==> src/rtl/ook_pkt_receiver.sv <==
`default_nettype none
`timescale 1ns/1ps
// ============================================================================
// Module      : ook_pkt_receiver
// Description : On-off-keyed packet receiver; captures one bit per window into
//               a shift buffer and flags/exports frames matching a sync pattern.
// Revision    : 1.0  initial release
// ============================================================================
module ook_pkt_receiver #(
  parameter int                 BIT_CYCLES = 10000,
  parameter int                 FRAME_W    = 64,
  parameter logic [FRAME_W-1:0] SYNC_MASK  = FRAME_W'(64'h7C00_001F_0000_01FF),
  parameter logic [FRAME_W-1:0] SYNC_VALUE = FRAME_W'(64'h7C00_001F_0000_01FF)
) (
  input  logic               clk,
  input  logic               rst,
  input  logic               din,
  output logic               pkt_rec,
  output logic [FRAME_W-1:0] spi_data
);

  localparam int CNT_W = (BIT_CYCLES > 1) ? $clog2(BIT_CYCLES) : 1;
  localparam logic [CNT_W-1:0] CNT_LAST = CNT_W'(BIT_CYCLES - 1);

  logic               din_m;
  logic               din_s;
  logic               q;
  logic [CNT_W-1:0]   cnt;
  logic [FRAME_W-1:0] shift_buf;
  logic [FRAME_W-1:0] shift_next;
  logic               sample;
  logic               bit_in;
  logic               match;

  always_ff @(posedge clk or posedge rst) begin
    if (rst) begin
      din_m <= 1'b0;
      din_s <= 1'b0;
    end else begin
      din_m <= din;
      din_s <= din_m;
    end
  end

  assign sample = (cnt == CNT_LAST);

  always_ff @(posedge clk or posedge rst) begin
    if (rst) begin
      cnt <= '0;
    end else if (sample) begin
      cnt <= '0;
    end else begin
      cnt <= cnt + CNT_W'(1);
    end
  end

  // A pulse arriving on the sample cycle itself still belongs to this bit.
  assign bit_in     = q | din_s;
  assign shift_next = {shift_buf[FRAME_W-2:0], bit_in};
  assign match      = ((shift_next & SYNC_MASK) == SYNC_VALUE);

  always_ff @(posedge clk or posedge rst) begin
    if (rst) begin
      q <= 1'b0;
    end else if (sample) begin
      q <= 1'b0;
    end else if (din_s) begin
      q <= 1'b1;
    end
  end

  always_ff @(posedge clk or posedge rst) begin
    if (rst) begin
      shift_buf <= '0;
      pkt_rec   <= 1'b0;
      spi_data  <= '0;
    end else if (sample) begin
      shift_buf <= shift_next;
      pkt_rec   <= match;
      if (match) begin
        spi_data <= shift_next;
      end
    end
  end

endmodule
`default_nettype wire

==> config.mk <==
export PLATFORM = sky130hd
export DESIGN_NAME = ook_pkt_receiver
export DESIGN_NICKNAME = d
export VERILOG_FILES = /design/src/rtl/ook_pkt_receiver.sv
export SDC_FILE = /design/constraint.sdc
export NUM_CORES = 1
export LEC_CHECK = 0
export CAP_MARGIN = 25
export CORE_ASPECT_RATIO = 1.1
export CORE_MARGIN = 4
export CORE_UTILIZATION = 55
export DETAILED_ROUTE_END_ITERATION = 7
export PLACE_DENSITY = 0.79
export SLEW_MARGIN = 40
export SYNTH_ARGS = -nofsm -noshare
export SYNTH_HDL_FRONTEND = slang
export SYNTH_SLANG_ARGS = --single-unit
export TNS_END_PERCENT = 100
==> constraint.sdc <==
create_clock -name clk -period 5.15 [get_ports clk]
set_input_delay 0.7725 -clock clk [delete_from_list [all_inputs] [get_ports clk]]
set_output_delay 0.7725 -clock clk [all_outputs]
set_load 0.02 [all_outputs]
## Yosys cells after proc, flatten, opt, wreduce, memory -nomap -nowiden

Index checks and enable logic that the tools add are counted.

- Add/subtract/negate cells: 1
- $mul: 0
- Divide/modulo/power cells: 0
- $lt $le $gt $ge: 0
- Equal/unequal tests: 2
- Shifts and indexed selects: 0
- Mux-type cells: 3
- Bitwise logic cells: 1
- Reduce and logical (&&, ||, !) cells: 2

Operators with widths:

| operator | number |
|---|---|
| 19-bit == test, second input constant | 1 |
| 14-bit by 1-bit adder with 14-bit output, second input constant | 1 |
| 14-bit == test, second input constant | 1 |
| 14-bit 2-to-1 mux | 1 |
| 1-bit 2-to-1 mux | 2 |
| 2-bit AND reduction | 1 |
| 2-bit nonzero test | 1 |
| 1-bit OR | 1 |

- Flip-flop bits (word level): 145
- Latch bits: 0
- RAM bits: 0
- Bits in read-only memories: 0
- Input bits: 3
- Output and inout port bits: 65
- Word-level logic and storage cells: 16
- Memories: 0

## Depth between registers and ports, before layout

- Word-level depth: 3
- Mapped depth: 7
- Mapped depth without buffers: 5

## Worst setup path before layout

No wires, ideal clock.

- Kind: register to register
- Start: register cnt[6]
- End: register spi_data[10]
- Library setup time: 0.128 ns
- Arrival time: 2.181 ns
- Required time: 5.022 ns
- Setup slack: 2.841 ns
- Cell stages (with the launch flop): 7
- Period minus slack after synthesis: 2.309 ns
- Cells stage by stage: dfrtp_1 > or4b_1 > nor4_4 > nand3_1 > buf_2 > buf_2 > mux2_1

- Longest elaborated chain between the ends: 2

RTL lines:

| item | line | text |
|---|---|---|
| from (decl) | 28 | `logic [CNT_W-1:0] cnt;` |
| from (signal assigned) | 53 | `cnt <= cnt + CNT_W'(1);` |
| 14-bit == test | 45 | `assign sample = (cnt == CNT_LAST);` |
| 2-bit AND reduction (no line) | -- |  |
| to (signal assigned) | 81 | `spi_data <= shift_next;` |
| to (decl) | 19 | `output logic [FRAME_W-1:0] spi_data` |

No other way between the ends.
A chain may end at the register's enable or synchronous reset.

## Worst setup path in the final report

- Start: register cnt[6]
- End: register spi_data[38]

The elaborated chain is that of the path after synthesis.

==> impl_metrics.env <==
export IMPL_outcome="finished clean"
export IMPL_die_h_um=112
export IMPL_wirelength_mm=10.3
export IMPL_multiInputGateArea_sq_um=1710
export IMPL_cp_arrival_ps=2930
export IMPL_grt_pass1_wl_mm=17.8
export IMPL_fmax_mhz=394
export IMPL_crit_fanout=44
export IMPL_worst_setup_hold_path_clk_slew_ps=60
export IMPL_syn_avg_cell_area_sq_um=11.4
export IMPL_initial_core_util=0.571
export IMPL_layout_common_cells="nand2_1 (193), dfrtp_1 (145), clkdlybuf4s50_1 (67)"
export IMPL_placed_cell_area_sq_um=6190
export IMPL_maxCapViolCount=0
export IMPL_drc=0
export IMPL_min_period_ps=2540
export IMPL_power_density_nw_per_um2=339
export IMPL_final_common_cell="nand2_1"
export IMPL_min_path_type="register to register"
export IMPL_nets=549
export IMPL_clock_latency_ps=520
export IMPL_clock_sinks=145
export IMPL_antenna_found_initial=0
export IMPL_worst_endpoint_required_ps=5540
export IMPL_skew_ps=8.09
export IMPL_fin_crit_sh=0.493
export IMPL_firstDrtPassIters=4
export IMPL_n_antenna_cell=0
export IMPL_drive_gt1_frac=0.0950
export IMPL_grt_total_usage=0.197
export IMPL_synth_area_sq_um=5420
export IMPL_via_per_inst=5.25
export IMPL_worst_pin_slew_ps=686
export IMPL_setup_viol=0
export IMPL_cts_hold_buf=0
export IMPL_fillers=633
export IMPL_drt_wirelength_per_cell_um=15.3
export IMPL_post_cts_buffers=0
export IMPL_dieArea_sq_um=11500
export IMPL_peakVddDrop_v=0.000228
export IMPL_fin_cells=675
export IMPL_synth_flop_cell="dfrtp_1"
export IMPL_rsz0062_at_grt="false"
export IMPL_synthesis_nets=481
export IMPL_placedCellCount=642
export IMPL_seq_area_sq_um=3630
export IMPL_htreeDepth=4
export IMPL_syn_inst=477
export IMPL_yosysUniqueCellTypes=23
export IMPL_reg2reg_slack_ps=2610
export IMPL_cts_root_buf="clkbuf_8"
export IMPL_hold_viol_final=0
export IMPL_cts_made_buffers=17
export IMPL_place_congestion=0.763
export IMPL_die_width_um=103
export IMPL_yosys_warnings=0
export IMPL_io_pins=68
export IMPL_stdcell_area_sq_um=6770
export IMPL_vias=3543
export IMPL_ys_ff_latch=145
export IMPL_pre_cts_ws_ps=2310
export IMPL_layout_setup_ws_ps=2610
export IMPL_core_rowCount=37
export IMPL_synth_edf_count=0
export IMPL_maxSlewHeadroom=0.543
export IMPL_grt_overflow=0
export IMPL_cts_tree="done"
export IMPL_p_leak_nw=3.57
export IMPL_slew_violations=0
export IMPL_numPortBuffers=67
export IMPL_synthArstFlopShare=1.00
export IMPL_critPathKind="register to register"
export IMPL_drt_iter0_drc=279
export IMPL_core_area_sq_um=9490
export IMPL_dp_hpwl_mm=5.87
export IMPL_ys_seq_area_frac=0.670
export IMPL_worstSetupStartpointType="register"
export IMPL_worst_setup_path_end_kind="register"
export IMPL_post_cts_resized=0
export IMPL_clock_path_buffers=2
export IMPL_setup_tns_ps=0
export IMPL_grt_max_degree=119
export IMPL_grt_pass1_vias=3699
export IMPL_ant_nets=0
export IMPL_layout_area_overhead_vs_synth_pct=24.9
==> state kept, by name, summed over array words and instances (netlist names) <==
| register | flops |
|---|---|
| cnt | 14 |
| din_m | 1 |
| din_s | 1 |
| pkt_rec | 1 |
| q | 1 |
| shift_buf | 63 |
| spi_data | 64 |
==> through the flow <==
step	util	hold WS [ps]	power, mW
after CTS	0.710	357	2.32
after floorplan	-	331	1.18
after global routing	0.713	367	2.38
after detailed placement	0.652	340	1.19
final	0.713	354	2.29
after global placement	0.652	333	1.19
==> per-layer routing <==
metal / track usage / up-vias / share of wire / routed length (um)
li1: - / 1668 / - / -
met2: 0.316 / 105 / 0.51 / 5280
met5: 0 / - / 0 / 0
met1: 0.254 / 1750 / 0.42 / 4300
met3: 0.0553 / 20 / 0.046 / 472
met4: 0.0787 / 0 / 0.024 / 244
==> power by group <==
| group | internal, mW | switching [mW] |
|---|---|---|
| sequential | 1.14 | 0.000232 |
| combinational | 0.00218 | 0.0212 |
| clock | 0.649 | 0.481 |
==> critical path: stages (launching register included) <==
cell,delay (ps)
dfrtp_1,430
or4b_1,600
nor4_4,350
nand3_4,350
buf_12,310
mux2_1,340
==> synthesized netlist by cell type, drive strengths merged, types with 2 or more instances <==
library cell	n	area, sq um
nand2	193	724
dfrtp	145	3630
mux2	45	507
nand2b	19	119
clkbuf	17	63.8
nor2	10	37.5
nand4	9	56.3
nor3	6	30.0
xnor2	6	52.6
xor2	6	52.6
buf	4	20.0
nand3	4	20.0
inv	3	11.3
nor4	2	27.5
or4b	2	20.0
==> final cells by class <==
cell class                      count  area share
Multi-Input combinational cell    308       0.253
Timing Repair Buffer               70       0.104
Clock inverter                     13      0.0194
Sequential cell                   145       0.536
Inverter                            3     0.00351
Tap cell                          117      0.0216
Clock buffer                       19      0.0623
==> worst paths after layout <==
kind / from / to / cells past startpoint
max in group asynchronous: rst / shift_buf[27]$_DFFE_PP0N_ / 3
hold reg to reg: din_m$_DFF_PP0_ / din_s$_DFF_PP0_ / 0
min in group asynchronous: rst / spi_data[16]$_DFFE_PP0P_ / 2
hold / removal: din_m$_DFF_PP0_ / din_s$_DFF_PP0_ / 0
setup / recovery: cnt[6]$_DFF_PP0_ / spi_data[38]$_DFFE_PP0P_ / 5
setup reg to reg: cnt[6]$_DFF_PP0_ / spi_data[38]$_DFFE_PP0P_ / 5
==> cells by family (layout without fill, tap and decap cells) <==
logic type,Yosys count,after routing,share of synthesized area
AO/OA/AOI/OAI,1,1,0.000923
XOR/XNOR,12,12,0.0194
adder cells (fa/ha/maj),1,1,0.00231
buffers and inverters,24,105,0.0176
flip-flops,145,145,0.670
multiplexers,45,45,0.0936
AND/OR/NAND/NOR,249,249,0.196
Power figures use the tool's default switching activity.
